==> src/rtl/strand_select_pkg.sv <==
// strand_select_pkg
//   Types and constants shared by the strand select stage and its arbiter.
//   - strand_state_t : per-strand scheduling state
//   - LL_CNT_W       : width of the long-latency drain counter
package strand_select_pkg;

  localparam int LL_CNT_W = 4;

  typedef enum logic [1:0] {
    READY     = 2'd0,
    LL_WAIT   = 2'd1,
    SUSPENDED = 2'd2
  } strand_state_t;

endpackage

==> src/rtl/strand_rr_arbiter.sv <==
// strand_rr_arbiter
//   Round-robin arbiter. The search starts at the entry after the last granted
//   one; the pointer moves only when a grant is taken (advance).
//   Ports:
//     clk, rst     : clock, asynchronous active-high reset
//     request_i    : per-entry request
//     advance_i    : commit the current grant to the pointer
//     grant_oh_o   : one-hot grant (combinational)
module strand_rr_arbiter #(
  parameter int NUM_ENTRIES = 4
) (
  input  logic                   clk,
  input  logic                   rst,
  input  logic [NUM_ENTRIES-1:0] request_i,
  input  logic                   advance_i,
  output logic [NUM_ENTRIES-1:0] grant_oh_o
);

  localparam int PW = (NUM_ENTRIES > 1) ? $clog2(NUM_ENTRIES) : 1;

  logic [PW-1:0] ptr_q;
  logic [PW-1:0] grant_idx;
  logic [PW-1:0] idx;
  logic          found;

  // Walk offsets 1..N from the pointer so the last winner has lowest priority.
  always_comb begin
    grant_oh_o = '0;
    grant_idx  = ptr_q;
    found      = 1'b0;
    idx        = '0;
    for (int k = 1; k <= NUM_ENTRIES; k++) begin
      idx = PW'((int'(ptr_q) + k) % NUM_ENTRIES);
      if (!found && request_i[idx]) begin
        grant_oh_o[idx] = 1'b1;
        grant_idx       = idx;
        found           = 1'b1;
      end
    end
  end

  // Reset to the last entry so entry 0 is searched first.
  always_ff @(posedge clk or posedge rst) begin
    if (rst) begin
      ptr_q <= PW'(NUM_ENTRIES - 1);
    end else if (advance_i && found) begin
      ptr_q <= grant_idx;
    end
  end

endmodule

==> src/rtl/strand_select_stage.sv <==
// strand_select_stage
//   Picks at most one eligible strand per cycle, dequeues its fetch FIFO head
//   and registers the instruction toward decode.
//   Ports:
//     clk, reset             : clock, asynchronous active-high reset
//     if_*                   : per-strand FIFO head fields (32-bit lanes)
//     ss_instruction_req     : one-hot dequeue, same cycle as grant
//     rb_rollback_strand     : fetch FIFO flush per strand
//     dc_suspend/resume      : data-cache miss start / completion per strand
//     strand_enable          : strand may issue
//     ss_*                   : registered issued instruction, one cycle later
module strand_select_stage
  import strand_select_pkg::*;
#(
  parameter int STRANDS  = 4,
  parameter int LL_STALL = 3,
  localparam int SW      = (STRANDS > 1) ? $clog2(STRANDS) : 1
) (
  input  logic                  clk,
  input  logic                  reset,
  input  logic [STRANDS-1:0]    if_instruction_valid,
  input  logic [STRANDS*32-1:0] if_instruction,
  input  logic [STRANDS*32-1:0] if_pc,
  input  logic [STRANDS-1:0]    if_branch_predicted,
  input  logic [STRANDS-1:0]    if_long_latency,
  output logic [STRANDS-1:0]    ss_instruction_req,
  input  logic [STRANDS-1:0]    rb_rollback_strand,
  input  logic [STRANDS-1:0]    dc_suspend_strand,
  input  logic [STRANDS-1:0]    dc_resume_strand,
  input  logic [STRANDS-1:0]    strand_enable,
  output logic                  ss_instruction_valid,
  output logic [31:0]           ss_instruction,
  output logic [31:0]           ss_pc,
  output logic [SW-1:0]         ss_strand,
  output logic                  ss_branch_predicted,
  output logic                  ss_long_latency
);

  logic [STRANDS-1:0] eligible;
  logic [STRANDS-1:0] grant_oh;
  logic               any_grant;

  strand_rr_arbiter #(.NUM_ENTRIES(STRANDS)) u_arb (
    .clk        (clk),
    .rst        (reset),
    .request_i  (eligible),
    .advance_i  (any_grant),
    .grant_oh_o (grant_oh)
  );

  assign any_grant          = |grant_oh;
  assign ss_instruction_req = grant_oh;

  genvar gi;
  generate
    for (gi = 0; gi < STRANDS; gi++) begin : g_strand
      strand_state_t       state_q, state_d;
      logic [LL_CNT_W-1:0] cnt_q, cnt_d;

      // Reset gates eligibility so no dequeue is requested while held in reset.
      assign eligible[gi] = ~reset && (state_q == READY) && if_instruction_valid[gi]
                            && strand_enable[gi] && ~rb_rollback_strand[gi]
                            && ~dc_suspend_strand[gi];

      always_comb begin
        state_d = state_q;
        cnt_d   = cnt_q;
        if (dc_suspend_strand[gi]) begin
          state_d = SUSPENDED;
        end else if (dc_resume_strand[gi] && state_q == SUSPENDED) begin
          state_d = READY;
        end else if (rb_rollback_strand[gi]) begin
          state_d = READY;
          cnt_d   = '0;
        end else begin
          case (state_q)
            READY: begin
              if (grant_oh[gi] && if_long_latency[gi]) begin
                state_d = LL_WAIT;
                cnt_d   = LL_CNT_W'(LL_STALL);
              end
            end
            LL_WAIT: begin
              // A count of 1 is the final stall cycle.
              if (cnt_q <= LL_CNT_W'(1)) begin
                state_d = READY;
                cnt_d   = '0;
              end else begin
                cnt_d = cnt_q - 1'b1;
              end
            end
            default: state_d = state_q;
          endcase
        end
      end

      always_ff @(posedge clk or posedge reset) begin
        if (reset) begin
          state_q <= READY;
          cnt_q   <= '0;
        end else begin
          state_q <= state_d;
          cnt_q   <= cnt_d;
        end
      end
    end
  endgenerate

  // One-hot grant to index, plus head-field mux of the winning strand.
  logic [SW-1:0] grant_idx;
  logic [31:0]   head_instr;
  logic [31:0]   head_pc;
  logic          head_bp;
  logic          head_ll;

  always_comb begin
    grant_idx  = '0;
    head_instr = '0;
    head_pc    = '0;
    head_bp    = 1'b0;
    head_ll    = 1'b0;
    for (int i = 0; i < STRANDS; i++) begin
      if (grant_oh[i]) begin
        grant_idx  = SW'(i);
        head_instr = if_instruction[i*32 +: 32];
        head_pc    = if_pc[i*32 +: 32];
        head_bp    = if_branch_predicted[i];
        head_ll    = if_long_latency[i];
      end
    end
  end

  logic          valid_q;
  logic [31:0]   instr_q;
  logic [31:0]   pc_q;
  logic [SW-1:0] strand_q;
  logic          bp_q;
  logic          ll_q;

  // Data fields hold their last value when nothing issues.
  always_ff @(posedge clk or posedge reset) begin
    if (reset) begin
      valid_q  <= 1'b0;
      instr_q  <= '0;
      pc_q     <= '0;
      strand_q <= '0;
      bp_q     <= 1'b0;
      ll_q     <= 1'b0;
    end else begin
      valid_q <= any_grant;
      if (any_grant) begin
        instr_q  <= head_instr;
        pc_q     <= head_pc;
        strand_q <= grant_idx;
        bp_q     <= head_bp;
        ll_q     <= head_ll;
      end
    end
  end

  assign ss_instruction_valid = valid_q;
  assign ss_instruction       = instr_q;
  assign ss_pc                = pc_q;
  assign ss_strand            = strand_q;
  assign ss_branch_predicted  = bp_q;
  assign ss_long_latency      = ll_q;

endmodule
==> config.mk <==
export PLATFORM = sky130hd
export DESIGN_NAME = strand_select_stage
export DESIGN_NICKNAME = d
export VERILOG_FILES = /design/src/rtl/strand_select_pkg.sv /design/src/rtl/strand_rr_arbiter.sv /design/src/rtl/strand_select_stage.sv
export SDC_FILE = /design/constraint.sdc
export NUM_CORES = 1
export LEC_CHECK = 0
export CAP_MARGIN = 0
export CELL_PAD_IN_SITES_DETAIL_PLACEMENT = 1
export CELL_PAD_IN_SITES_GLOBAL_PLACEMENT = 1
export CORE_MARGIN = 3
export CORE_UTILIZATION = 28
export DETAILED_ROUTE_END_ITERATION = 8
export GPL_ROUTABILITY_DRIVEN = 0
export PLACE_DENSITY_LB_ADDON = 0.25
export SLEW_MARGIN = 10
export SYNTH_ARGS = -nofsm -noshare
export SYNTH_HDL_FRONTEND = slang
export SYNTH_SLANG_ARGS = --single-unit
==> constraint.sdc <==
create_clock -name clk -period 10.4 [get_ports clk]
set_input_delay 2.08 -clock clk [delete_from_list [all_inputs] [get_ports clk]]
set_output_delay 2.08 -clock clk [all_outputs]
set_load 0.02 [all_outputs]
==> results.yml <==
critical_path:
  ff2ff_setup_slack_ps: 5900
  worst_setup_path_end_kind: "output pin"
  r2r_cells: 10
  cp_data_arrival_time_ps: 5500
  required_ps: 8320
  cp_max_fo: 5
  r2r_end: "ss_pc[8]$_DFFE_PP0P_"
  startpoint_type: "input port"
  reg2reg_from: "u_arb.ptr_q[0]$_DFFE_PP1P_"
  crit_type: "in -> out"
placed_design:
  placed_area_um2: 9577
  port_buffers: 358
  place_hpwl_mm: 21.24
drt:
  vias_per_cell: 5.495
  wl_mm: 28.37
  wl_met1_mm: 11.22
  wl_per_cell_um: 23.06
  vias: 6759
  drt_iter0_drc: 341
  ant_nets: 0
  wl_met3_mm: 2.087
  drc: 0
  top_layer_used: "met5"
  first_pass_iters: 4
  routed-wl-met2_mm: 14.45
power_and_ir_drop:
  power.share.sequential_pct: 33.2
  max-vdd-ir-drop_mv: 0.07711
  power.leakage_nw: 3.878
  p_switching_w: 0.0006689
  power_frac_clock_pct: 19.3
  p_int_w: 0.001136
  p_per_area_nw_per_um2: 182.4
  comb_power_share_pct: 47.4
  p_sw_share_pct: 37.06
timing:
  slew-limit-headroom_pct: 41.01
  setup_viol: 0
  drv_slew: 0
  fin_skew_ps: 11.19
  setup_tns_ps: 0
  finalHoldViolCount: 0
  tightest_slew_ps: 884.8
  fmax_ghz: 0.1320
  period_minus_slack_ps: 7575
  finalCritPeriodShare_pct: 72.84
  rsz0062_at_grt: "no"
floorplanning:
  row_count: 51
  design.core.area_um2: 19910
  dieArea_um2: 22440
  die_x_um: 149.8
  start_util_pct: 29.08
  ios: 359
  die_h_um: 149.8
cells_and_area:
  ff_latch_area_um2: 2380
  final_layout_size_suffix_gt1_share_pct: 5.307
  final_nets: 1257
  syn2layout_area_growth_pct: 70.85
  multiInputGateArea_um2: 3118
  mostFrequentLayoutCell: "clkdlybuf4s50_1"
  final_cell_mix: "358 x clkdlybuf4s50_1, 137 x o21ai_0, 93 x dfrtp_1, 66 x a221oi_1, 66 x a22oi_1"
  final_area_um2: 9893
  fill_cells: 2281
grt:
  grt_max_degree: 71
  grt_pass1_wl_mm: 41.46
  antenna_found_initial: 3
  track_usage_pct: 24.09
  grt_pass1_vias: 7060
  grt_remaining_overflow: 0
min_path:
  worstHoldEndpoint: "ss_pc[30]$_DFFE_PP0P_"
  min_from: "ss_pc[30]$_DFFE_PP0P_"
  worstHoldPathType: "reg -> reg"
  min_path_cells: 2
clock_tree:
  ctsHoldBuffers: 0
  cts_sinks: 95
  path_clk_slew_ps: 70
  cts_root_buffer: "clkbuf_16"
  clkLatencyLatePin_ps: 350
  clk_path_buf_depth: 2
  numCtsBuffers: 9
  cts_resized: 0
  cts_tree: "done"
  post_cts_buffers: 0
  htree_num_levels: 3
synthesis:
  yosys_warnings: 0
  seq_area_frac_synth_pct: 41.10
  synth_seq_cells: 95
  netlist_instances: 628
  synth_edf_count: 0
  ys_dominant_reg_cell: "dfrtp_1"
  syn_area_per_cell_um2: 9.221
  synthDistinctLibCells: 59
  synth.area.top_cells: "dfrtp_1 40%, o21ai_0 12%, a221oi_1 10%"
  synth.top_cell.area_share_pct: 40.19
  ys_async_sr_fraction_pct: 100.0
  synth_nets: 929
  yosys.area.top_type: "dfrtp_1"
  syn-cell-area_um2: 5791
status:
  outcome: "completed"
flow_run:
  maxCapViolCount: 0
[power by group through the flow]
stage,clock network [W],registers (W),logic (W)
floorplan,0,0.000752,0.000222
global placement,0,0.000598,0.000851
detailed placement,0,0.000604,0.000865
CTS,0.000361,0.000600,0.000868
global route,0.000375,0.000619,0.000921
finish,0.000349,0.000600,0.000856
[worst max-delay path: stages]
cell,delay (ps)
clkdlybuf4s50_1,480
or4b_1,570
or4_1,570
a2111oi_0,470
o211a_2,340
o2bb2ai_1,160
nor2_1,120
inv_2,70
clkdlybuf4s50_1,640
[cell usage after synthesis, types with 3 or more instances]
cell      instances
buf_2            13
nor4_1            3
a211oi_1          4
nor3_1           13
nand2_1          16
or3_1             7
a221oi_1         66
o31ai_1           7
nand3_1           4
nand2b_1         11
a221oi_2          3
dfrtp_1          93
a21oi_1           8
nor2_1           22
clkbuf_1         31
or4_1             4
and2_1            3
o21ai_0         137
inv_2             3
a21o_1            4
ha_1             15
o21ai_1          20
a22oi_1          66
a31o_2            4
buf_1             3
a22o_1            6
inv_1            21
[how the worst max path moves through the flow]
| stage | slack, ps | endpoint | cells after the start | startpoint |
|---|---|---|---|---|
| finish | 2820 | ss_instruction_req[1] | 9 | rb_rollback_strand[0] |
| global route | 2620 | ss_instruction_req[1] | 9 | rb_rollback_strand[0] |
| CTS | 2820 | ss_instruction_req[1] | 9 | rb_rollback_strand[0] |
| detailed placement | 2820 | ss_instruction_req[1] | 9 | rb_rollback_strand[0] |
| global placement | 2910 | ss_instruction_req[1] | 9 | rb_rollback_strand[0] |
| floorplan | 2490 | ss_instruction_req[3] | 8 | reset |
[layout make-up]
| class | instances | area share [%] |
|---|---|---|
| clock buffer | 10 | 2.416 |
| sequential | 95 | 24.05 |
| clock inverter | 6 | 0.6829 |
| timing repair buffer | 367 | 36.90 |
| antenna | 4 | 0.1012 |
| multi-input combinational | 458 | 31.52 |
| inverter | 25 | 0.9738 |
| tap | 265 | 3.351 |
[layer usage]
metal  GRT usage, %  vias to the layer above
li1               -                     3145
met1          28.51                     3331
met4          6.953                        2
met2          42.08                      248
met3          7.420                       33
met5              0                        -
[cells by family (layout without fill, tap and decap cells)]
family	count (synthesis)	after routing	synth area share, %
flops	95	95	41.10
xor+xnor	1	1	0.1513
compound gates	338	338	39.11
buf+inv	75	408	5.467
simple gates	97	97	9.227
fa+ha+maj	15	15	3.241
other cells	0	4	0
mux	7	7	1.707
[stage by stage]
stage               hold WS [ps]  util [%]  setup slack, ps  cells  total power (W)
global placement           485.1     48.10             2909   1210         0.001449
global route               536.9     49.67             2617   1228         0.001915
floorplan                  481.1         -             2494    628        0.0009745
finish                     508.8     49.69             2825   1230         0.001805
detailed placement         495.6     48.10             2823   1210         0.001469
CTS                        513.1     49.64             2823   1226         0.001829
[sequential cells by signal (all words and copies together), names as in the netlist]
register,count
ss_instruction_valid,1
g_strand.cnt_q,16
ss_pc,32
ss_strand,2
ss_long_latency,1
ss_instruction,32
u_arb.ptr_q,2
ss_branch_predicted,1
g_strand.state_q,8
No activity file was read; power rests on OpenSTA's default activity.
==> RTL edit: new RTL, same flow settings <==
Re-encode `strand_state_t` (3 states) as one-hot, 3 bits wide.
--- a/src/rtl/strand_select_pkg.sv
+++ b/src/rtl/strand_select_pkg.sv
@@ -7,8 +7,8 @@
   localparam int LL_CNT_W = 4;
 
-  typedef enum logic [1:0] {
-    READY     = 2'd0,
-    LL_WAIT   = 2'd1,
-    SUSPENDED = 2'd2
+  typedef enum logic [2:0] {
+    READY     = 3'b001,
+    LL_WAIT   = 3'b010,
+    SUSPENDED = 3'b100
   } strand_state_t;
 
Behaviour: same outputs for any inputs over 4 cycles, from zero or initial values and one cycle with reset high; so few cycles prove little.
==> RTL edit against the unedited design <==
  * Power fell by 14%
  * Clock power is 3% lower
  * Sequential share of layout area grew 0.62 points
  * Sequential power shrank 6.8%
  * Worst hold slack lost 0.019 ns
  * Maximum frequency fell by 5.6%
  * Register-to-register slack lost 0.49 ns
  * Cell count up 5.6%
  * Sequential cell count grew 4
  * Final area is 1.8% higher
  * Setup slack lost 0.45 ns
  * Wire length shrank 1.6%
  * Area after synthesis is 4.1% higher
  * Clock skew shrank 0.0013 ns
  * Critical path type unchanged
  * Largest cell class unchanged
  * Largest power group unchanged
  * Highest routed layer is now met4
==> RTL edit: results (changes against the unedited design) <==
[clocking]
cts_resized = 0  ; unchanged
numCtsBuffers = 9  ; unchanged
cts_buffer_depth = 2  ; unchanged
h-tree-depth = 3  ; unchanged
cts_setup_buffers = 0  ; unchanged
insertion_delay_ns = 0.36

[setup_path]
critPathTopFamily = buffers and inverters
rrSetupSlack_ns = 5.41  ; -0.49 ns
cp_slowest_cell = buf_4
cpPeakStageDelay_ns = 0.65
cp_max_fo = 69  ; +64
arrival_ns = 5.95  ; +0.45 ns
reg2regPathDepth = 14  ; +4

[synth]
async_reset_ff_share_pct = 100  ; unchanged
synth.distinct_cells = 63  ; +6.8%
synth_ff_type = dfrtp_1
yosys-top-cells-count = o22ai_1, nor2_1, dfrtp_1
yosysWarningCount = 0  ; unchanged
yosysMostFrequentCell = o22ai_1
syn_nets = 995  ; +7.1%
synth_seq_area_share_pct = 41.2  ; +0.12 points
synth_area_leaders = dfrtp_1, o22ai_1, a211oi_1

[routing]
dr.first_iter.drc_count = 323  ; -5.3%
wire_per_inst_um = 21.5  ; -6.8%
via_per_inst = 5.37  ; -2.2%

[grt]
grt_pass1_wl_um = 42500  ; +2.6%
antenna_found_initial = 1  ; -2
first_global_vias = 7297  ; +3.4%
grt_max_degree = 70  ; -1.4%
grt_use_total_pct = 22.9  ; -1.2 points

[final_layout]
diodes = 0  ; -4
final_layout_size_suffix_gt1_share_pct = 5.57  ; +0.26 points
layout.nets = 1320  ; +5.0%

[timing]
holdWs_ns = 0.490  ; -0.0187 ns
fin_setup_tns_ns = 0  ; unchanged
post-route-period-util_pct = 77.2  ; +4.3 points
worst_slew_pin_slew_ns = 0.896  ; +0.0109 ns
fin_skew_ns = 0.00984  ; -0.00135 ns

[place]
port_buffers = 358  ; unchanged
hpwl_um = 20800  ; -2.0%
post-place-ws_ns = 2.34  ; -0.479 ns

[power]
peakVddDrop_uv = 79.1  ; +2.5%
leakagePower_nw = 3.87  ; -0.31%
p_sw_share_pct = 34.7  ; -2.3 points

[run_status]
status = finished clean

[worst_hold_path]
min_path_type = flip-flop to flip-flop

RTL edit: final timing paths:
| path | startpoint | to |
|---|---|---|
| hold reg to reg | ss_strand[1] | ss_strand[1] |
| max in group asynchronous | reset | ss_instruction[30] |
| setup reg to reg | u_arb.ptr_q[0] | ss_long_latency |
| setup / recovery | rb_rollback_strand[1] | ss_instruction_req[3] |
| min in group asynchronous | reset | g_strand[1].state_q[1] |
| hold / removal | ss_strand[1] | ss_strand[1] |
RTL edit: cell families (layout without fill, tap and decap cells):
| group | after synthesis | after routing | share of synthesized area (%) |
|---|---|---|---|
| flops | 99 | 99 | 41.2 |
| mux | 5 | 5 | 0.872 |
| simple gates | 202 | 202 | 16.6 |
| fa+ha+maj | 15 | 15 | 3.11 |
| buf+inv | 80 | 410 | 5.94 |
| xor+xnor | 3 | 3 | 0.436 |
| compound gates | 290 | 290 | 31.8 |
RTL edit: routing by layer:
metal	share of wire, %	GRT usage, %	vias to the layer above
met5	0	0	-
met4	1.7	6.07	0
met3	6.8	5.14	23
met2	50	40.0	262
met1	42	28.7	3375
li1	-	-	3319
RTL edit: final cells by class:
class                   count  area [sq um]
multi-input cells         515          3200
clock inverters             3          21.3
inverters                  28           108
flip-flops and latches     99          2480
repair buffers            366          3640
fillers                  2455         11000
clock buffers              13           270
well taps                 275           344
RTL edit: metrics by stage:
stage	utilization, %	power, mW	instances	area [sq um]
after floorplan	-	0.828	694	6030
after global placement	46.4	1.20	1283	9780
after detailed placement	46.4	1.22	1283	9780
after CTS	47.8	1.56	1299	10100
after global routing	47.8	1.63	1299	10100
final	47.8	1.54	1299	10100
RTL edit: power by group through the flow:
stage	clock (mW)	combinational [mW]	sequential, mW
2_1_floorplan	0	0.153	0.675
3_3_place_gp	0	0.644	0.559
3_5_place_dp	0	0.651	0.565
4_1_cts	0.350	0.654	0.559
5_1_grt	0.364	0.694	0.575
6_report	0.337	0.647	0.559
RTL edit: worst min-delay path, stage by stage (launching register included):
cell     delay, ns
dfrtp_1       0.35
nand2_1       0.05
nand2_1       0.05
